File: src/rtl/icache_fetch.sv
// icache_fetch: direct-mapped, read-only instruction cache in front of the
// fetch stage. Hits return the instruction combinationally in the same
// cycle. A miss raises stall, then refills one whole line from main memory
// through a request/acknowledge handshake followed by one beat per word.
//
// Ports:
//   clock        rising-edge clock
//   rst          asynchronous active-low reset
//   pc           fetch address (bits [1:0] ignored)
//   req          fetch wants an instruction this cycle
//   flush        one-cycle pulse, invalidates every line
//   instruction  instruction for pc, meaningful when req=1 and stall=0
//   stall        freeze PC and IF/ID this cycle
//   mem_req      line refill request, held until mem_ack
//   mem_addr     line-aligned refill address
//   mem_ack      memory accepted the refill request
//   mem_rvalid   one refill beat is present on mem_rdata
//   mem_rdata    refill data word
//   miss_count   saturating miss counter
module icache_fetch #(
  parameter int LINES = 16,
  parameter int WORDS = 4
) (
  input  logic        clock,
  input  logic        rst,
  input  logic [31:0] pc,
  input  logic        req,
  input  logic        flush,
  output logic [31:0] instruction,
  output logic        stall,
  output logic        mem_req,
  output logic [31:0] mem_addr,
  input  logic        mem_ack,
  input  logic        mem_rvalid,
  input  logic [31:0] mem_rdata,
  output logic [15:0] miss_count
);

  localparam int OFF    = $clog2(WORDS);
  localparam int IDX    = $clog2(LINES);
  localparam int TAG_W  = 30 - OFF - IDX;
  localparam int LINE_W = 30 - OFF;

  typedef enum logic [1:0] {IDLE, REQ, REFILL} stateE;

  stateE              state;
  logic [LINES-1:0]   validBits;
  logic [LINE_W-1:0]  lineHi;     // latched line address without offset bits
  logic [OFF-1:0]     beatCnt;
  logic               discard;    // a flush hit this refill; do not validate it
  logic [15:0]        missCnt;

  logic [TAG_W-1:0]   tagMem  [LINES];
  logic [31:0]        dataMem [LINES*WORDS];

  logic [OFF-1:0]     pcWord;
  logic [IDX-1:0]     pcIdx;
  logic [TAG_W-1:0]   pcTag;
  logic [IDX-1:0]     fillIdx;
  logic [TAG_W-1:0]   fillTag;
  logic               hit;
  logic               beatTake;
  logic               lastBeat;
  logic               unusedPcBits;

  function automatic logic [15:0] satInc(input logic [15:0] v);
    return (v == 16'hFFFF) ? v : v + 16'd1;
  endfunction

  assign pcWord       = pc[OFF+1:2];
  assign pcIdx        = pc[OFF+IDX+1:OFF+2];
  assign pcTag        = pc[31:OFF+IDX+2];
  assign unusedPcBits = ^pc[1:0];

  // The refill is steered only by the latched address, never the live pc.
  assign fillIdx  = lineHi[IDX-1:0];
  assign fillTag  = lineHi[LINE_W-1:IDX];

  assign hit      = validBits[pcIdx] && (tagMem[pcIdx] == pcTag);
  assign beatTake = (state == REFILL) && mem_rvalid;
  assign lastBeat = beatTake && (beatCnt == OFF'(WORDS - 1));

  assign mem_addr   = {lineHi, {(OFF+2){1'b0}}};
  assign miss_count = missCnt;

  // Lookup result; gated by rst so a held reset reports no stall.
  always_comb begin
    instruction = '0;
    stall       = 1'b0;
    if (rst) begin
      if (state == IDLE) begin
        if (req) begin
          if (hit) instruction = dataMem[{pcIdx, pcWord}];
          else     stall       = 1'b1;
        end
      end else begin
        stall = 1'b1;
      end
    end
  end

  always_ff @(posedge clock or negedge rst) begin
    if (!rst) begin
      state     <= IDLE;
      validBits <= '0;
      lineHi    <= '0;
      beatCnt   <= '0;
      discard   <= 1'b0;
      missCnt   <= '0;
      mem_req   <= 1'b0;
    end else begin
      // A same-cycle lookup already used the old valid bits.
      if (flush) validBits <= '0;
      case (state)
        IDLE: begin
          if (req && !hit) begin
            lineHi  <= pc[31:OFF+2];
            mem_req <= 1'b1;
            missCnt <= satInc(missCnt);
            state   <= REQ;
          end
        end
        REQ: begin
          if (flush) discard <= 1'b1;
          if (mem_ack) begin
            mem_req <= 1'b0;
            beatCnt <= '0;
            state   <= REFILL;
          end
        end
        REFILL: begin
          if (flush) discard <= 1'b1;
          if (mem_rvalid) begin
            beatCnt <= beatCnt + OFF'(1);
            if (lastBeat) begin
              // A flush on the final beat also suppresses validation.
              if (!discard && !flush) validBits[fillIdx] <= 1'b1;
              discard <= 1'b0;
              state   <= IDLE;
            end
          end
        end
        default: state <= IDLE;
      endcase
    end
  end

  // Line storage is not reset; validity is tracked solely by validBits.
  always_ff @(posedge clock) begin
    if (beatTake) begin
      dataMem[{fillIdx, beatCnt}] <= mem_rdata;
      if (lastBeat) tagMem[fillIdx] <= fillTag;
    end
  end

endmodule

File: config.mk
export PLATFORM = sky130hd
export DESIGN_NAME = icache_fetch
export DESIGN_NICKNAME = d
export VERILOG_FILES = /design/src/rtl/icache_fetch.sv
export SDC_FILE = /design/constraint.sdc
export NUM_CORES = 2
export LEC_CHECK = 0
export ABC_AREA = 1
export BUFFER_PORTS_ARGS = -buffer_cell sky130_fd_sc_hd__clkbuf_2
export CAP_MARGIN = 20
export CORE_ASPECT_RATIO = 2
export CORE_MARGIN = 2
export CORE_UTILIZATION = 40
export CTS_BUF_LIST = sky130_fd_sc_hd__clkbuf_4 sky130_fd_sc_hd__clkbuf_8 sky130_fd_sc_hd__clkbuf_16
export DETAILED_ROUTE_END_ITERATION = 7
export GPL_ROUTABILITY_DRIVEN = 0
export GPL_TIMING_DRIVEN = 0
export PLACE_DENSITY = 0.52
export SYNTH_ARGS = -nofsm -noshare
export SYNTH_HDL_FRONTEND = slang
export SYNTH_SLANG_ARGS = --single-unit
File: constraint.sdc
create_clock -name clock -period 6.1 [get_ports clock]
set_input_delay 0.305 -clock clock [delete_from_list [all_inputs] [get_ports clock]]
set_output_delay 0.305 -clock clock [all_outputs]
set_load 0.01 [all_outputs]
==> flow_summary.ini <==
[outcome]
status = complete, but fails checks
violations = DRC

[grt]
grt_max_degree = 65
grt_use_total_pct = 33.7
antenna_found_initial = 51
grt_pass1_vias = 69455
grt_pass1_wl_um = 582000
grt_overflow = 0

[power_and_ir_drop]
power.density_nw_per_um2 = 328
p_leak_nw = 39.2
peakVddDrop_v = 0.000240

[worst_hold_path]
hold_class = primary input to flip-flop
whs_endpoint = dataMem[6][31]$_DFFE_PP_
min_path_cells = 1
worstHoldStart = mem_rdata[31]

[sta]
hold_slack_ns = 0.0776
fmax_ghz = 0.166
clock_skew_ns = 0.0607
fin_crit_sh_pct = 98.8
grt_setup_unrepaired = no
max_slew_margin_pct = 8.05
period_needed_ns = 6.03
setup_ws_ns = 0.0719
worst_pin_slew_ns = 1.37
timing.setup.tns_ns = 0
slew_violations = 0
setup_violations = 0
finalHoldViolCount = 0

[synth]
yosysTopAreaCellShare_pct = 73.0
yosysWarnings = 0
netlist_instances = 7909
synth_edf_count = 2432
synth.most_common_cell = edfxtp_1
avgSynthCellArea_um2 = 12.7
synth_area_leaders = edfxtp_1 (73%), nand2_1 (5.6%), nand3_1 (3.8%)
synth_flop_cell = edfxtp_1
ys_top_cells_by_count = edfxtp_1 (2432), nand2_1 (1485), nor2_1 (807), nand3_1 (767), o21ai_0 (665)
ys_seq_area_share_pct = 74.6
synth-seq-cells = 2498
synthArstFlopShare_pct = 2.64
synth_area_leader_cell = edfxtp_1
synth.distinct_cells = 38
netlist_area_um2 = 100000

[floorplan]
fp-row-count = 259
die_h_um = 711
die-area_um2 = 255000
ios = 152
start_util_pct = 40.2
fp.dieW_um = 358
core-area_um2 = 249000

[cts]
h-tree-depth = 4
ctsRootBufferMaster = clkbuf_16
path_clk_slew_ns = 0.07
cts_inserted_buffers = 219
cts_tree = done
insertion_delay_ns = 0.91
cts_setup_buffers = 0
cts_sinks = 2498
clockBufferDepth = 4

[finish]
syn_to_final_growth_pct = 17.4
drive_above_1_share_pct = 11.2
nets = 8622
fin_util_pct = 47.2

[placement]
numPortBuffers = 140
place_hpwl_um = 311000
place_ws_ns = 0.380

[worst_setup_path]
cp-end-kind = output pin
critPathKind = primary input to output pin
worstPathMaxFanout = 10
arrival_ns = 5.72
required_ns = 5.79
start_kind = primary input
r2r_end = state[1]$_DFFE_PN0P_
worstReg2RegStart = tagMem[3][7]$_DFFE_PP_
worstRegToRegCells = 17
r2r_slack_ns = 2.31

[job]
maxCapViolCount = 0

[drt]
drtPass1Iterations = 8
wl_per_cell_um = 36.2
drc = 19
drtIter0Drc = 8916
drt_wl_total_um = 435000
viasPerCell = 6.04
ant_nets = 0
via_count = 72508
==> critical path: stages <==
cell and delay, ns:
clkbuf_1 0.85, inv_2 0.21, clkbuf_2 0.54, clkbuf_1 0.53, nand3_1 0.28, a21oi_1 0.08
nor3_1 0.98, a311oi_1 0.37, o21ai_0 0.55, nand3_1 0.13, nor2_1 0.56, clkbuf_2 0.25
==> cells by family (layout without fill, tap and decap cells) <==
| group | count (synthesis) | after routing | synth area share (%) |
|---|---|---|---|
| flip-flops | 2498 | 2498 | 74.6 |
| AO/OA/AOI/OAI | 1416 | 1416 | 8.72 |
| XOR/XNOR | 15 | 15 | 0.131 |
| AND/OR/NAND/NOR | 3236 | 3236 | 13.4 |
| buffers and inverters | 738 | 1538 | 3.08 |
| adder cells (fa/ha/maj) | 5 | 5 | 0.0625 |
| other | 1 | 37 | 0.00375 |
==> cells in the final DEF, fill, tap and decap left out, drive strengths merged, types with 66 or more instances in the layout <==
cell type  synthesis  final
o21ai            714    714
buf              129    342
clkbuf           420    824
o221ai           256    256
a311oi           128    128
inv              188    192
nor2             809    809
nand3            771    771
clkinv             1     81
nor3             147    147
dfrtp             66     66
edfxtp          2432   2432
nand2           1495   1495
a21oi            269    269
==> where the power goes <==
part           internal [mW]  total (mW)  switching [mW]  leakage, nW
sequential              19.4        20.0           0.614         22.7
combinational          0.945        4.02            3.07         12.9
clock                   8.03        14.5            6.49         3.57
total                   28.3        38.5            10.2         39.2
==> flip-flops by register name, summed over array words and instances, names as in the netlist <==
register	count
discard	1
lineHi	28
validBits	16
dataMem	2048
mem_req	1
state	2
tagMem	384
miss_count	16
beatCnt	2
==> worst max-delay path by stage <==
| stage | start | end | slack [ns] | cells after the start |
|---|---|---|---|---|
| 2_1_floorplan | state[0]$_DFFE_PN0P_ | tagMem[13][0]$_DFFE_PP_ | 2.80 | 8 |
| 3_5_place_dp | pc[3] | instruction[14] | 0.38 | 11 |
| 6_report | pc[3] | instruction[0] | 0.07 | 12 |
| 4_1_cts | pc[3] | instruction[14] | 0.38 | 11 |
| 3_3_place_gp | pc[2] | instruction[14] | -1.02 | 14 |
| 5_1_grt | pc[4] | instruction[0] | 0.41 | 13 |
==> final cells by class <==
| class | count | area (µm²) |
|---|---|---|
| inverter | 189 | 714 |
| clock buffer | 263 | 5870 |
| fill | 22049 | 131000 |
| clock inverter | 123 | 1360 |
| timing repair buffer | 414 | 5240 |
| buffer | 549 | 2410 |
| multi-input combinational | 4676 | 23100 |
| tap | 3262 | 4080 |
| antenna | 33 | 82.6 |
| sequential | 2498 | 74700 |
==> metrics by stage <==
stage	std cells	power (mW)	instance area, µm²
floorplan	7912	21.6	100000
global placement	11314	23.8	105000
detailed placement	11513	24.1	109000
CTS	11960	38.3	117000
global route	11984	39.2	117000
finish	12007	38.5	118000
==> metal layers <==
metal,wire length [µm],GRT usage [%],part of all wire (%),vias up
li1,-,-,-,30269
met1,127000,32.2,29,35947
met2,214000,56.9,49,4507
met3,36000,7.83,8.3,1761
met4,57700,35.8,13,24
met5,165,0,0.038,-
==> what timing repair did <==
item	in CTS	in global routing
hold endpoints to repair	557	0
gates resized for setup	0	0
hold buffers	61	0
setup endpoints to repair	0	0
Note: power is estimated with default switching activity, not from simulation.
